===== config.mk =====
export PLATFORM = sky130hd
export DESIGN_NAME = serial_deserializer
export DESIGN_NICKNAME = d
export VERILOG_FILES = /design/src/rtl/serial_deserializer.sv
export SDC_FILE = /design/constraint.sdc
export NUM_CORES = 1
export LEC_CHECK = 0
export ABC_AREA = 1
export BUFFER_PORTS_ARGS = -buffer_cell sky130_fd_sc_hd__buf_2
export CORE_AREA = 2 2 43 45
export CTS_CLUSTER_DIAMETER = 60
export DETAILED_ROUTE_END_ITERATION = 8
export DIE_AREA = 0 0 45 47
export GPL_ROUTABILITY_DRIVEN = 0
export PLACE_DENSITY = 0.76
export REMOVE_ABC_BUFFERS = 1
export SETUP_SLACK_MARGIN = 0.3
export SLEW_MARGIN = 20
export SYNTH_ARGS = -nofsm -noshare
export SYNTH_HDL_FRONTEND = slang
export SYNTH_SLANG_ARGS = --single-unit

===== constraint.sdc =====
create_clock -name clock -period 3.28 [get_ports clock]
set_input_delay 0 -clock clock [delete_from_list [all_inputs] [get_ports clock]]
set_output_delay 0 -clock clock [all_outputs]
set_load 0.005 [all_outputs]

===== src/rtl/serial_deserializer.sv =====
// Serial-to-parallel receiver: collects WIDTH bits on enabled cycles and holds the word under valid/ready.
// A word that completes while the held word is still unconsumed is dropped and flagged by a sticky overrun.
module serial_deserializer #(
  parameter int WIDTH     = 8,
  parameter bit MSB_FIRST = 1'b1
) (
  input  logic                     clock,
  input  logic                     reset_n,
  input  logic                     serial_in,
  input  logic                     shift_en,
  input  logic                     clear,
  input  logic                     data_ready,
  output logic [WIDTH-1:0]         data_out,
  output logic                     data_valid,
  output logic                     overrun,
  output logic [$clog2(WIDTH)-1:0] bit_count
);
  localparam int CW = $clog2(WIDTH);
  localparam logic [CW-1:0] LAST_BIT = CW'(WIDTH - 1);

  // state | meaning
  // EMPTY | no word held, data_valid=0
  // FULL  | word held in data_out, data_valid=1
  typedef enum logic {EMPTY = 1'b0, FULL = 1'b1} state_t;
  state_t state, state_next;

  logic [WIDTH-1:0] sreg, sreg_shifted;
  logic             shift, complete, load_out, set_overrun;

  // A clear in the same cycle discards the incoming bit.
  assign shift    = shift_en && !clear;
  assign complete = shift && (bit_count == LAST_BIT);

  if (MSB_FIRST) begin : g_msb_first
    assign sreg_shifted = {sreg[WIDTH-2:0], serial_in};
  end else begin : g_lsb_first
    assign sreg_shifted = {serial_in, sreg[WIDTH-1:1]};
  end

  always_ff @(posedge clock) begin
    if (!reset_n) state <= EMPTY;
    else          state <= state_next;
  end

  always_comb begin
    state_next = state;
    if (clear) begin
      state_next = EMPTY;
    end else begin
      case (state)
        EMPTY:   if (complete) state_next = FULL;
        FULL:    if (data_ready && !complete) state_next = EMPTY;
        default: state_next = EMPTY;
      endcase
    end
  end

  always_comb begin
    data_valid  = (state == FULL);
    load_out    = complete && ((state == EMPTY) || data_ready);
    set_overrun = complete && (state == FULL) && !data_ready;
  end

  always_ff @(posedge clock) begin
    if (!reset_n || clear) begin
      sreg      <= '0;
      bit_count <= '0;
      data_out  <= '0;
      overrun   <= 1'b0;
    end else begin
      if (shift) begin
        sreg      <= sreg_shifted;
        bit_count <= complete ? '0 : bit_count + CW'(1);
      end
      if (load_out)    data_out <= sreg_shifted;
      if (set_overrun) overrun  <= 1'b1;
    end
  end

endmodule

; ---- Word level (Yosys, flattened, before mapping)
; Index checks and enable logic that the tools add are counted.
[totals]
reg_bits = 20
latchBits = 0
mem_bits_rw = 0
romBits = 0
inputBits = 6
output_inout_bits = 13
word_cells = 26
n_memories = 0
[op_classes]
n_addsub = 1
n_mul = 0
div = 0
order_cmp = 0
eq_ne = 1
shift = 0
n_mux = 4
bitwise_logic = 2
n_reduce_logical = 13
[op_table]
columns = cell, n
row1 = 1-bit logical AND, 6
row2 = 1-bit logical NOT, 4
row3 = "3-bit by 1-bit adder with 3-bit output, second input constant", 1
row4 = "3-bit equality test, second input constant", 1
row5 = 3-bit two-way mux, 1
row6 = 1-bit logical OR, 2
row7 = 1-bit two-way mux, 2
row8 = 1-bit NOT, 2
row9 = 1-bit one-hot mux with 2 select lines, 1
row10 = 2-bit OR reduction, 1

; ---- Logic depth before layout (Yosys ltp)
; Gate-level depths: netlist of the first run.
[depth]
depth_word = 7
depth_mapped = 6
depth_no_buf = 6

; ---- Least setup slack after synthesis of the first run
; Ideal clock, no wire load.
[synth_path]
path_kind = register -> register
from = reg bit_count[0]
to = reg bit_count[1]
setup_time_ps = 114
arrival_ps = 1187
required_time_ps = 3166
path_slack_ps = 1979
stages_incl_launch_ff = 7
path_buffers = 1
period_less_slack_ps = 1301
path_cell_list = dfxtp_1 ha_1 ha_1 clkbuf_1 inv_1 a21oi_1 nor2_1
[synth_between]
elab_chain_cells = 3
elab_cells_between_ends = 4
classes_between = add/sub: 1 / eq/ne: 1 / mux: 1 / reduce/logical: 1
[synth_rtl]
columns = element, line_no
row1 = "start, declared", 16  ; output logic [$clog2(WIDTH)-1:0] bit_count
row2 = "start signal, assigned", 73  ; bit_count <= complete ? '0 : bit_count + CW'(1);
row3 = "parallel branches: the longest is 2 deep, another holds 3-bit by 1-bit adder with 3-bit output", n/a
row4 = 3-bit two-way mux *, 73
; Mark *: on every way between the ends.
; A chain may end at the register's enable or synchronous reset.

; ---- Worst setup path in the final report of the first run
[layout_path]
from = reg bit_count[0]
to = reg data_out[4]
[layout_between]
elab_chain_cells = 3
[layout_rtl]
columns = element, line_no
row1 = 3-bit equality test, 32  ; assign complete = shift && (bit_count == LAST_BIT);
row2 = 1-bit logical AND, 32
row3 = 1-bit logical AND, 60  ; load_out = complete && ((state == EMPTY) || data_ready);
row4 = "end signal, assigned", 75  ; if (load_out) data_out <= sreg_shifted;
row5 = "end, declared", 13  ; output logic [WIDTH-1:0] data_out,
; Every way passes these cells.

==> implementation parameters, run 1 <==
Parameter                              Value

Run status
  Run status ... completed

Floorplan
  Die Footprint ... 2120 um^2
  Std cell rows ... 15
  Height of the die ... around 47 um
  Floorplan die width ... approximately 45 um
  Effective utilization at floorplan ... 50.7%
  Core area ... around 1700 um^2
  I/O pin cnt ... 19

Logic synthesis
  Area share of the largest cell type after synthesis ... a little under half
  Cell variety after synth ... 15
  Netlist Area Pre-Place ... 837 um^2
  Warning count from the yosys run ... 0
  Cell count after synthesis ... roughly 110
  Synth area leader ... sky130_fd_sc_hd__dfxtp_1
  Top cells by area in the synthesized netlist ... sky130_fd_sc_hd__dfxtp_1 48%, sky130_fd_sc_hd__nor2_1 11%, sky130_fd_sc_hd__a21oi_1 6.0%
  Synthesis-stage register bit count ... 20
  Sequential element share of the synthesized area ... a little under half
  Average cell area after synthesis ... around 7.9 um^2

Worst setup path
  Depth of the critical timing path with buffers and inverters included ... 6
  Crit path to ... data_out[4]
  Cell chain of the critical path ... ha_1, ha_1, nand3_1, nor2_4, nor2_1, nor2_1
  Startpoint kind of the worst setup timing path ... flip-flop
  Critical register-to-register path endpoint ... data_out[4]
  R2R depth ... 6
  Worst R2R Setup Slack ... around 1.7 ns
  Cell family contributing the most delay on the critical path ... simple AND/OR/NAND/NOR gates
  Peak per-stage delay on the critical path ... between 0.4 and 0.5 ns
  Endpoint required time on the critical path ... ~3.5 ns
  Worst EP arrival ... 1.83 ns
  Kind of critical path ... reg2reg
  Worst Path Max Fanout ... 11
  Cell with the largest stage delay on the worst path ... sky130_fd_sc_hd__dfxtp_1
  Critical R2R Launch ... bit_count[0]
  Endpoint class of the critical path ... flip-flop
  Critical path launch point ... bit_count[0]
  CP bufs+invs ... 0

Layout
  Most frequent cells in the layout ... 24 x sky130_fd_sc_hd__nor2_1, 20 x sky130_fd_sc_hd__dfxtp_1, 18 x sky130_fd_sc_hd__buf_2
  Most common cell after layout, fill and taps aside ... sky130_fd_sc_hd__nor2_1
  Area taken by multi-input logic gates ... about 350 um^2
  Number of nets in the final layout ... ~140
  Number of inserted filler cells in the final layout ... around 160
  Share of final-layout standard cells stronger than drive strength 1 ... between 20 and 25%
  Non-filler cells in the finished layout ... roughly 140
  FF+latch area ... roughly 400 um^2
  Antenna cell count ... 0
  Area added between synthesis and finish ... 14.8%
  Post-route core utilization ... 58.2%
  Design area ... 961 um^2

Clock network
  Number of H-tree levels ... 1
  Cells resized by post-CTS repair ... 0
  Clock root buffer master ... sky130_fd_sc_hd__clkbuf_4
  Number of sinks on the clock net ... 20
  Clock Latency Late Sink ... approximately 0.30 ns
  Clock tree from TritonCTS ... done
  Setup fix buffers added after clock tree synthesis ... 0
  CTS clk-pin slew, worst paths ... roughly 0.10 ns
  Max Buffers Root-to-Sink ... 2
  Clock buffer count from CTS ... 3

GRT
  Largest net degree at the start of global routing ... 20
  All-Layer GR Usage ... around 16%
  Via count of the first global-routing pass ... 582
  Overflow left after global routing ... 0
  First-pass GRT wire length ... 2420 um
  Antenna violations before repair ... 0

Detailed routing
  Vias ... roughly 720
  Iteration count of the initial detailed-routing pass ... 4
  Number of vias per cell ... just over 5
  Drt initial violations ... 15
  Wire length per cell ... 10.5 um
  Post-Route WL ... around 1500 um
  Antenna violation net count after detailed routing ... 0
  Drt drc ... 0

Timing
  Final setup viols ... 0
  Number of pins with negative max-slew slack in the final report ... 0
  Max frequency ... ~630 MHz
  Minimum clock period ... around 1.6 ns
  RSZ-0062 raised after global routing ... no
  Worst Skew ... roughly 0.0014 ns
  Transition time at the pin with the least slew margin ... roughly 0.33 ns
  Total count of hold-check failures in the final report ... 0
  Final period util ... between 40% and 50%
  Worst slew margin ... 78.3%
  Setup TNS ... 0 ns

Flow run
  Number of maximum-capacitance constraint violations ... 0

Placed design
  Placed insts ... roughly 140
  Detailed placer's ending HPWL ... roughly 1100 um
  Port Buffers ... 18
  Cell area after placement ... around 920 um^2

Min path
  Tightest Hold Check Type ... in2reg

Power and ir drop
  VDD IR max ... around 0.25 mV
  Leakage ... between 0.4 and 0.5 nW
  Total power density per cell area ... 412 nW/um^2
## power by group
part / switching [mW] / internal, mW / total [mW]
Clock: 0.0713 / 0.0429 / 0.114
Sequential: 0.00303 / 0.248 / 0.251
Combinational: 0.0195 / 0.0116 / 0.0311
## timing repair
item | 4_1_cts | 5_1_grt
hold endpoints to repair | 3 | 0
endpoints found under the setup margin | 0 | 0
hold buffers | 2 | 0
## worst min-delay path by stage
stage	slack, ns	start	cells past startpoint	end
after floorplan	0.15	serial_in	2	sreg[0]
after global placement	0.27	serial_in	3	sreg[0]
after detailed placement	0.27	serial_in	3	sreg[0]
after CTS	0.07	shift_en	3	sreg[3]
after global routing	0.1	shift_en	3	sreg[1]
final	0.08	shift_en	3	sreg[3]
## layer usage
layer	vias to the layer above	GRT usage [%]	wire [um]
met5	-	0	0
met4	0	10.6	26
met3	3	3.46	58
met2	19	26.9	719
met1	320	18.8	687
li1	376	-	-
## final cells by class
class / instances / share of cell area, %
Clock buffer: 3 / 2.34
Sequential cell: 20 / 41.7
Inverter: 15 / 5.86
Multi-Input combinational cell: 67 / 36.5
Tap cell: 17 / 2.21
Timing Repair Buffer: 20 / 11.5
## logic make-up (layout without fill, tap and decap cells)
| group | after synthesis | after routing | share of synthesized area (%) |
|---|---|---|---|
| simple gates | 45 | 45 | 25.6 |
| buf+inv | 19 | 38 | 10.3 |
| fa+ha+maj | 2 | 2 | 2.99 |
| flops | 20 | 20 | 47.8 |
| compound gates | 20 | 20 | 13.3 |
## synth_stat cells
cell / n
sky130_fd_sc_hd__inv_2: 2
sky130_fd_sc_hd__ha_1: 2
sky130_fd_sc_hd__nor2_8: 1
sky130_fd_sc_hd__inv_1: 13
sky130_fd_sc_hd__dfxtp_1: 20
sky130_fd_sc_hd__clkbuf_1: 2
sky130_fd_sc_hd__nor2_1: 24
sky130_fd_sc_hd__a21oi_1: 10
sky130_fd_sc_hd__buf_6: 2
sky130_fd_sc_hd__o21ai_2: 3
sky130_fd_sc_hd__nand2_1: 10
sky130_fd_sc_hd__o21ai_0: 7
sky130_fd_sc_hd__nand3_1: 1
sky130_fd_sc_hd__nor2_4: 1
sky130_fd_sc_hd__nand4_1: 8
## registers in the layout (all words and copies together), names as in the netlist
signal      count
data_out        8
sreg            7
bit_count       3
data_valid      1
overrun         1
## tightest hold or removal path, stage by stage
cell,delay [ns]
sky130_fd_sc_hd__buf_2,0.15
sky130_fd_sc_hd__o21ai_0,0.14
sky130_fd_sc_hd__a21oi_1,0.05
## per-stage QoR
step	hold slack (ns)	power [mW]	worst slack, ns
6_report	0.0765	0.396	1.69
5_1_grt	0.0955	0.412	1.50
4_1_cts	0.0718	0.399	1.68
3_5_place_dp	0.272	0.286	1.71
3_3_place_gp	0.271	0.284	1.79
2_1_floorplan	0.148	0.275	1.88
(Power assumes the default switching activity.)
==> inputs of run 2 (changes only) <==
--- a/config.mk
+++ b/config.mk
@@ -5,14 +5,14 @@
 export SDC_FILE = /design/constraint.sdc
 export NUM_CORES = 1
 export LEC_CHECK = 0
-export ABC_AREA = 1
+export ABC_AREA = 0
 export BUFFER_PORTS_ARGS = -buffer_cell sky130_fd_sc_hd__buf_2
 export CORE_AREA = 2 2 43 45
 export CTS_CLUSTER_DIAMETER = 60
 export DETAILED_ROUTE_END_ITERATION = 8
 export DIE_AREA = 0 0 45 47
 export GPL_ROUTABILITY_DRIVEN = 0
-export PLACE_DENSITY = 0.76
+export PLACE_DENSITY = 0.72
 export REMOVE_ABC_BUFFERS = 1
 export SETUP_SLACK_MARGIN = 0.3
 export SLEW_MARGIN = 20
==> constraint.sdc (replaced) <==
create_clock -name clock -period 1.5 [get_ports clock]
set_input_delay 0 -clock clock [delete_from_list [all_inputs] [get_ports clock]]
set_output_delay 0 -clock clock [all_outputs]
set_load 0.005 [all_outputs]
==> run 2 against run 1 <==
Critical path type unchanged. Largest power group unchanged. Critical path depth decreased by 1. Hold slack improved by 0.030 ns. Synthesized cell count decreased by 22%. Cell area increased by 6.0%. Cell count decreased by 13%. Die area unchanged. Clock power increased to 3.9 times the previous value. Total power increased to 2.6 times the previous value. Utilization increased by 3.5 points. Global-route usage increased by 2.1 points. Largest cell class is now multi-input gates.
==> implementation parameters, run 2 <==
Parameter                              Value

Clock network
  Clock tree from TritonCTS ... done
  Number of H-tree levels ... 1 (unchanged)
  Clock root buffer master ... sky130_fd_sc_hd__clkbuf_4
  Clock Latency Late Sink ... 0.31 ns (about the same)
  Number of sinks on the clock net ... 20 (unchanged)
  Max Buffers Root-to-Sink ... 2 (unchanged)
  CTS clk-pin slew, worst paths ... 0.12 ns (+0.02 ns)
  Clock buffer count from CTS ... 3 (unchanged)

Power and ir drop
  Leakage ... 0.417 nW (-4.0%)
  VDD IR max ... 0.618 mV (+150%)
  Total power density per cell area ... 1010 nW/um^2 (+140%)

Logic synthesis
  Dominant register cell in the synthesized netlist ... sky130_fd_sc_hd__dfxtp_1
  Compound-cell area share of the yosys netlist ... 12.9% (-0.40 points)
  Top cells by area in the synthesized netlist ... sky130_fd_sc_hd__dfxtp_1 52%, sky130_fd_sc_hd__mux2i_1 10%, sky130_fd_sc_hd__a21oi_1 7.7%
  Post-synthesis share of cell area spent on full adders, half adders and majority gates ... 3.23% (+0.24 points)
  Average cell area after synthesis ... 9.35 um^2 (+18%)
  Share of the synthesized netlist area taken by xor and xnor gates ... 0% (unchanged)
  Number of synthesized flops with an enable pin ... 0 (unchanged)
  Top post-synthesis cells by count ... 20 x sky130_fd_sc_hd__dfxtp_1, 12 x sky130_fd_sc_hd__a21oi_1, 10 x sky130_fd_sc_hd__nor2_1
  Largest family of logic cells by synthesized area ... simple AND/OR/NAND/NOR gates
  Synth area leader ... sky130_fd_sc_hd__dfxtp_1
  Post-synthesis async set-or-reset flop share ... 0% (unchanged)
  Cell variety after synth ... 15 (unchanged)
  Warning count from the yosys run ... 0 (unchanged)
  Area share of the largest cell type after synthesis ... 51.6% (+3.8 points)
  Sequential element share of the synthesized area ... 51.6% (+3.8 points)
  Most frequent cell after synthesis ... sky130_fd_sc_hd__dfxtp_1
  Netlist Area Pre-Place ... 776 um^2 (-7.3%)
  Synthesis-stage register bit count ... 20 (unchanged)
  Cell count after synthesis ... 83 (-22%)
  Synth Area in Simple Gates ... 18.2% (-7.3 points)
  Multiplexer share of the synthesized area ... 10.3% (+10 points)

Floorplan
  Effective utilization at floorplan ... 47.0% (-3.7 points)
  Std cell rows ... 15 (unchanged)
  Core area ... 1650 um^2 (unchanged)
  I/O pin cnt ... 19 (unchanged)
  Height of the die ... 47 um (unchanged)
  Floorplan die width ... 45 um (unchanged)
  Die Footprint ... 2120 um^2 (unchanged)

Timing
  Total count of hold-check failures in the final report ... 0 (unchanged)
  Max frequency ... 781 MHz (+24%)
  Worst Skew ... 0.00607 ns (+0.00463 ns)
  Transition time at the pin with the least slew margin ... 0.752 ns (+0.427 ns)
  Minimum clock period ... 1.28 ns (-0.307 ns)
  Number of pins with negative max-slew slack in the final report ... 0 (unchanged)
  RSZ-0062 raised after global routing ... yes
  Setup TNS ... 0 ns (unchanged)
  Final period util ... 85.4% (+37 points)
  Final setup viols ... 0 (unchanged)
  Worst slew margin ... 49.9% (-28 points)

Run status
  Run status ... completed

Worst setup path
  Critical R2R Launch ... bit_count[0]
  Startpoint kind of the worst setup timing path ... flip-flop
  Endpoint class of the critical path ... flip-flop
  Kind of critical path ... reg2reg
  Endpoint required time on the critical path ... 1.67 ns (-1.85 ns)
  Worst Path Max Fanout ... 7 (-4)
  Critical path launch point ... bit_count[0]
  Worst EP arrival ... 1.45 ns (-0.38 ns)

Flow run
  Number of maximum-capacitance constraint violations ... 0 (unchanged)

Layout
  Number of nets in the final layout ... 115 (-15%)
  Max reg flops ... 8 (unchanged)
  Register with the highest flop count ... data_out
  Area added between synthesis and finish ... 31.3%
  Most frequent cells in the layout ... 18 x sky130_fd_sc_hd__dfxtp_1, 18 x sky130_fd_sc_hd__buf_2, 10 x sky130_fd_sc_hd__nor2_1, 10 x sky130_fd_sc_hd__a21oi_1, 8 x sky130_fd_sc_hd__mux2i_1
  Antenna cell count ... 0 (unchanged)
  Share of final-layout standard cells stronger than drive strength 1 ... 34.9% (+13 points)
  Biggest regs ... data_out: 8 flops, sreg: 7 flops, bit_count: 3 flops
  Post-route core utilization ... 61.7% (+3.5 points)

Detailed routing
  WL met3 ... 63 um (+8.6%)
  Vias ... 661 (-7.9%)
  Post-Route WL ... 1640 um (+9.7%)
  Iteration count of the initial detailed-routing pass ... 4 (unchanged)
  Drt initial violations ... 5 (-10)
  Length of routed wiring on met1 ... 732 um (+6.6%)
  Detailed route wirelength on metal2 ... 798 um (+11%)
  Wire length per cell ... 13.3 um (+27%)
  Uppermost layer routed ... met4
  Number of vias per cell ... 5.37 (+6.3%)
  Antenna violation net count after detailed routing ... 0 (unchanged)
  Drt drc ... 0 (unchanged)

GRT
  Largest net degree at the start of global routing ... 21 (+5.0%)
  First-pass GRT wire length ... 2650 um (+9.7%)
  Antenna violations before repair ... 0 (unchanged)
  All-Layer GR Usage ... 18.3% (+2.1 points)
  Via count of the first global-routing pass ... 599 (+2.9%)
  Overflow left after global routing ... 0 (unchanged)

Min path
  Tightest Hold Check Type ... in2reg
  Hold Crit Start ... shift_en

Placed design
  Detailed placer's ending HPWL ... 1030 um (-6.9%)
  Port Buffers ... 18 (unchanged)
[run 2: layer usage]
layer / vias to the layer above / global-route usage (%)
met5: - / 0
met4: 0 / 12.4
met3: 4 / 3.46
met2: 13 / 28.9
met1: 306 / 22.7
li1: 338 / -
[run 2: metrics by stage]
step / hold slack [ns] / cell area, um^2 / cells / worst slack (ns) / total power [mW]
global route: 0.124 / 1020 / 123 / 0.137 / 1.06
floorplan: 0.147 / 747 / 77 / 0.192 / 0.566
global placement: 0.260 / 873 / 114 / 0.102 / 0.586
CTS: 0.0756 / 1010 / 123 / 0.234 / 1.04
detailed placement: 0.271 / 873 / 114 / 0.0360 / 0.587
finish: 0.106 / 1020 / 123 / 0.219 / 1.03
[run 2: worst max-delay path, stage by stage, from the launching register on]
cell and delay [ns]:
sky130_fd_sc_hd__dfxtp_2 0.37, sky130_fd_sc_hd__ha_4 0.14, sky130_fd_sc_hd__ha_4 0.15, sky130_fd_sc_hd__nand3b_1 0.21, sky130_fd_sc_hd__o21ai_1 0.19, sky130_fd_sc_hd__a21oi_1 0.08
[run 2: repair_timing]
action                                 4_1_cts  5_1_grt
pin swaps                                   10        5
setup buffers                                2        0
gates resized for setup                     16        5
setup endpoints to repair                   10        9
cloned                                       2        0
endpoints found under the hold margin        2        0
hold buffers                                 1        0
[run 2: kinds of logic (layout without fill, tap and decap cells)]
logic type,count (synthesis),after routing
AND/OR/NAND/NOR,27,29
AO/OA/AOI/OAI,20,20
flip-flops,20,20
multiplexers,8,8
buffers and inverters,6,27
adder cells (fa/ha/maj),2,2
[run 2: final cells by class]
cell class                 count  area (um^2)
fill                         154          633
multi-input combinational     59          412
sequential                    20          403
timing repair buffer          23          130
clock inverter                 1         30.0
clock buffer                   3         22.5
tap                           17         21.3
[run 2: where the power goes]
| part | switching [mW] | total [mW] | internal, mW |
|---|---|---|---|
| Clock | 0.174 | 0.444 | 0.270 |
| Sequential | 0.00273 | 0.537 | 0.534 |
| Combinational | 0.0241 | 0.0460 | 0.0219 |
| Total | 0.200 | 1.03 | 0.826 |
[run 2: final timing paths]
path	end	slack [ns]	depth (start not counted)
setup / recovery	data_out[2]	0.22	5
hold / removal	sreg[4]	0.11	3
setup reg to reg	data_out[2]	0.22	5
hold reg to reg	data_out[6]	0.47	2
